[config.mk]
export PLATFORM = sky130hd
export DESIGN_NAME = sevenseg_mux
export DESIGN_NICKNAME = d
export VERILOG_FILES = /design/src/rtl/sevenseg_mux_pkg.sv /design/src/rtl/sevenseg_decoder.sv /design/src/rtl/sevenseg_mux.sv
export SDC_FILE = /design/constraint.sdc
export NUM_CORES = 1
export LEC_CHECK = 0
export ABC_CLOCK_PERIOD_IN_PS = 4800
export CAP_MARGIN = 20
export CELL_PAD_IN_SITES_DETAIL_PLACEMENT = 1
export CELL_PAD_IN_SITES_GLOBAL_PLACEMENT = 1
export CORE_UTILIZATION = 32
export DETAILED_ROUTE_END_ITERATION = 6
export HOLD_SLACK_MARGIN = 0.02
export MAX_ROUTING_LAYER = met4
export PLACE_DENSITY = 0.82
export SETUP_SLACK_MARGIN = 0.15
export SLEW_MARGIN = 20
export SYNTH_ARGS = -nofsm -noshare
export SYNTH_HDL_FRONTEND = slang
export SYNTH_SLANG_ARGS = --single-unit
export TNS_END_PERCENT = 30
[constraint.sdc]
create_clock -name clk -period 4.8 [get_ports clk]
set_input_delay 1.44 -clock clk [delete_from_list [all_inputs] [get_ports clk]]
set_output_delay 1.44 -clock clk [all_outputs]
set_load 0.02 [all_outputs]
[src/rtl/sevenseg_mux_pkg.sv]
// Shared constants for the four-digit seven-segment scanner: glyph table,
// blank code, digit count and the all-dark anode value.
package sevenseg_mux_pkg;

  localparam int unsigned NUM_DIGITS = 4;

  localparam logic [3:0] BLANK     = 4'hF;
  localparam logic [7:0] ANODE_OFF = 8'hFF;
  localparam logic [6:0] SEG_OFF   = 7'h7F;

  // Active-low {g,f,e,d,c,b,a} patterns indexed by digit code 0..F.
  localparam logic [6:0] GLYPH_TABLE [16] = '{
    7'h40, 7'h79, 7'h24, 7'h30, 7'h19, 7'h12, 7'h02, 7'h78,
    7'h00, 7'h10, 7'h08, 7'h03, 7'h46, 7'h21, 7'h06, SEG_OFF
  };

endpackage

[src/rtl/sevenseg_decoder.sv]
// Combinational hex-to-segment lookup, active-low outputs.
module sevenseg_decoder
  import sevenseg_mux_pkg::*;
(
  input  logic [3:0] hex_i,
  output logic [6:0] seg_o
);

  assign seg_o = GLYPH_TABLE[hex_i];

endmodule

[src/rtl/sevenseg_mux.sv]
// Time-multiplexed driver for four digits of an eight-digit display; the upper
// four anodes are kept dark.
module sevenseg_mux
  import sevenseg_mux_pkg::*;
(
  input  logic       clk,
  input  logic       rst,
  input  logic       scan_en,
  input  logic [3:0] d3,
  input  logic [3:0] d2,
  input  logic [3:0] d1,
  input  logic [3:0] d0,
  output logic [7:0] an,
  output logic [6:0] seg
);

  logic [1:0] idx_q, idx_d;
  logic [7:0] an_q, an_d;
  logic [6:0] seg_q, seg_d;
  logic [3:0] digit_sel;

  always_comb begin
    digit_sel = d0;
    unique case (idx_q)
      2'd0: digit_sel = d0;
      2'd1: digit_sel = d1;
      2'd2: digit_sel = d2;
      2'd3: digit_sel = d3;
      default: digit_sel = d0;
    endcase
  end

  sevenseg_decoder u_decoder (
    .hex_i (digit_sel),
    .seg_o (seg_d)
  );

  // Outputs reflect the index held before the edge; the index advances alongside.
  always_comb begin
    idx_d = scan_en ? idx_q + 2'd1 : idx_q;
    an_d  = ANODE_OFF & ~(8'd1 << idx_q);
  end

  always_ff @(posedge clk) begin
    if (rst) begin
      idx_q <= 2'd0;
      an_q  <= ANODE_OFF;
      seg_q <= SEG_OFF;
    end else begin
      idx_q <= idx_d;
      an_q  <= an_d;
      seg_q <= seg_d;
    end
  end

  assign an  = an_q;
  assign seg = seg_q;

endmodule

==> metrics.cfg <==
[outcome]
status = completed

[clocking]
cts_buffer_depth = 2
clkLatencyLatePin_ns = 0.28
cts_tree = yes
path_clk_slew_ns = 0.08
htreeDepth = 1
cts.sinks = 13
postCtsHoldBufs = 0
ctsResizeCount = 0
cts_buffers = 3
ctsRootBufferMaster = clkbuf_4
post_cts_buffers = 0

[timing]
hold_violations = 0
holdWs_ns = 0.5981
rsz0062_at_grt = no
fin_crit_sh_pct = 68.41
min_period_ns = 3.283
fin_setup_tns_ns = 0
relSlewSlack_pct = 61.96
finalSetupViolCount = 0
clock-skew-final_ns = 0.004693
tightestPinTransition_ns = 0.5707
maxSlewViolCount = 0
max_freq_mhz = 304.6

[setup_path]
arrival_ns = 3.42
worstPathCellList = clkdlybuf4s50_1 > a222oi_1 > mux2i_1 > ha_1 > inv_1 > a211oi_1 > a2111oi_0 > a31oi_1
critPathSlowestCell = a2111oi_0
cp_num_buf_inv = 2
criticalPathCategory = in2reg
start_kind = primary input
slowest_delay_ns = 0.46
required_ns = 4.94
worstSetupEndpointType = flop
cp_top_family = compound AO/OA/AOI/OAI gates
critPathMaxFanout = 5

[synthesis]
synth.top_cell.area_share_pct = 32.10
syn_area_per_cell_um2 = 9.213
synth_ff_type = dfxtp_1
yosysSeqAreaShare_pct = 32.10
ys_ff_latch = 13
ys_top_cells_by_area = dfxtp_1, ha_1, nand2_1
syn-instance-count = 88
synth_top_cell_by_area = dfxtp_1
synth_cell_types = 28
ys_warn_count = 0
synth-edff-count = 0
async_flop_share_pct = 0
syn_area_um2 = 810.8

[power_and_ir_drop]
combPwrFrac_pct = 45.5
leakage_nw = 0.4787
seqPwrFrac_pct = 35.9
p_clk_share_pct = 18.6
p_sw_uw = 128.7
pwr_density_cell_mw_per_mm2 = 316.5
p_total_uw = 359.2
intPower_uw = 230.5
switching_share_pct = 35.83
vdd_drop_max_uv = 160.5

[placed_design]
place_congestion = 0.7624
port_buffers = 29
placed_area_mm2 = 0.001109
dp_hpwl_mm = 1.669

[hold_path]
worst_hold_path_type = reg2reg

[grt]
grt_usage_pct = 17.21
overflow = 0
grt_antenna_before_repair = 0
gr-usage-met2_pct = 30.17
grt_util_met3_pct = 2.029
grt_pass1_vias = 714
grt_pass1_wl_mm = 3.291
grt_max_degree = 9
global_route.usage.met1_pct = 18.82
top_usage_layer = met2

[detailed_routing]
vias_per_cell = 5.014
drc = 0
drtIter0Drc = 10
wl_per_cell_um = 13.73
num_vias = 732
wl_mm = 2.005
drt_pass1_iterations = 5
drt.antenna.violating_nets = 0

[floorplanning]
start_util_pct = 35.29
die_h_um = 52.34
io_pins = 34
core-area_mm2 = 0.002297
die_x_um = 52.34
fp-row-count = 17
die_area_mm2 = 0.002739

[finish]
final_nets = 150
drive_gt1_share_pct = 5.932
utilization_pct = 49.40
stdcell_area_mm2 = 0.001135
area_growth_pct = 39.97
n_antenna_cell = 0

[run]
max_cap_violations = 0

-- registers in the layout (all words and copies together) (netlist names) --
register,count
idx_q,2
seg,7
an,4
-- tightest hold or removal path: stages, from the launching register on --
cell	delay, ns
dfxtp_1	0.35
xnor2_1	0.14
nor2_1	0.07
-- cell usage in the layout (no fill, tap or decap), types with 2 or more instances in the layout --
| master | n |
|---|---|
| mux2i_1 | 3 |
| a2111oi_0 | 2 |
| nor2b_1 | 2 |
| a222oi_1 | 2 |
| a21oi_1 | 5 |
| nor2_1 | 4 |
| a22oi_1 | 2 |
| inv_1 | 9 |
| a211oi_1 | 4 |
| nand2_1 | 10 |
| dfxtp_1 | 13 |
| clkdlybuf4s50_1 | 29 |
| conb_1 | 4 |
| a31oi_1 | 2 |
| clkbuf_4 | 3 |
| ha_1 | 12 |
-- cell usage after synthesis, types with 3 or more instances --
master and instances:
dfxtp_1 13, ha_1 12, nand2_1 10, inv_1 9, a21oi_1 5, a211oi_1 4, buf_4 4, nor2_1 4
mux2i_1 3
-- through the flow --
step	instances	setup WS, ns
global placement	142	1.266
global route	146	1.312
finish	146	1.517
detailed placement	142	1.267
floorplan	91	2.006
CTS	146	1.548
-- path summary, 6_finish.rpt --
| path | startpoint | slack, ns | cells past startpoint | end |
|---|---|---|---|---|
| setup / recovery | d2[1] | 1.52 | 8 | seg[3] |
| hold / removal | idx_q[0] | 0.60 | 2 | idx_q[0] |
| setup reg to reg | idx_q[0] | 2.26 | 8 | seg[3] |
| hold reg to reg | idx_q[0] | 0.60 | 2 | idx_q[0] |
-- metal layers --
metal | wire [µm] | up-vias
li1 | - | 365
met1 | 866 | 326
met2 | 994 | 35
met3 | 90 | 6
met4 | 54 | 0
met5 | 0 | -
-- logic make-up (layout without fill, tap and decap cells) --
family,Yosys count,after routing,share of synthesized area [%]
AOI/OAI and AO/OA,24,24,22.22
xor gates and xnor gates,1,1,1.080
adders and majority gates,12,12,18.52
buffers and inverters,15,42,8.949
DFF,13,13,32.10
muxes,6,6,8.641
other,1,4,0.4625
and+or+nand+nor,16,16,8.024
-- layout make-up --
| type | instances | area, µm² |
|---|---|---|
| fillers | 274 | 1162 |
| multi-input cells | 63 | 489.2 |
| repair buffers | 29 | 290.3 |
| flip-flops and latches | 13 | 260.3 |
| well taps | 28 | 35.03 |
| inverters | 9 | 33.78 |
| clock buffers | 4 | 26.28 |
-- power by group through the flow --
stage / registers (mW) / clock network [mW] / logic [mW]
after global placement: 0.131 / 0 / 0.158
final: 0.129 / 0.0669 / 0.163
after CTS: 0.129 / 0.0683 / 0.163
after detailed placement: 0.132 / 0 / 0.163
after global routing: 0.130 / 0.0740 / 0.179
after floorplan: 0.149 / 0 / 0.0832
Note: power is estimated with default switching activity, not from simulation.
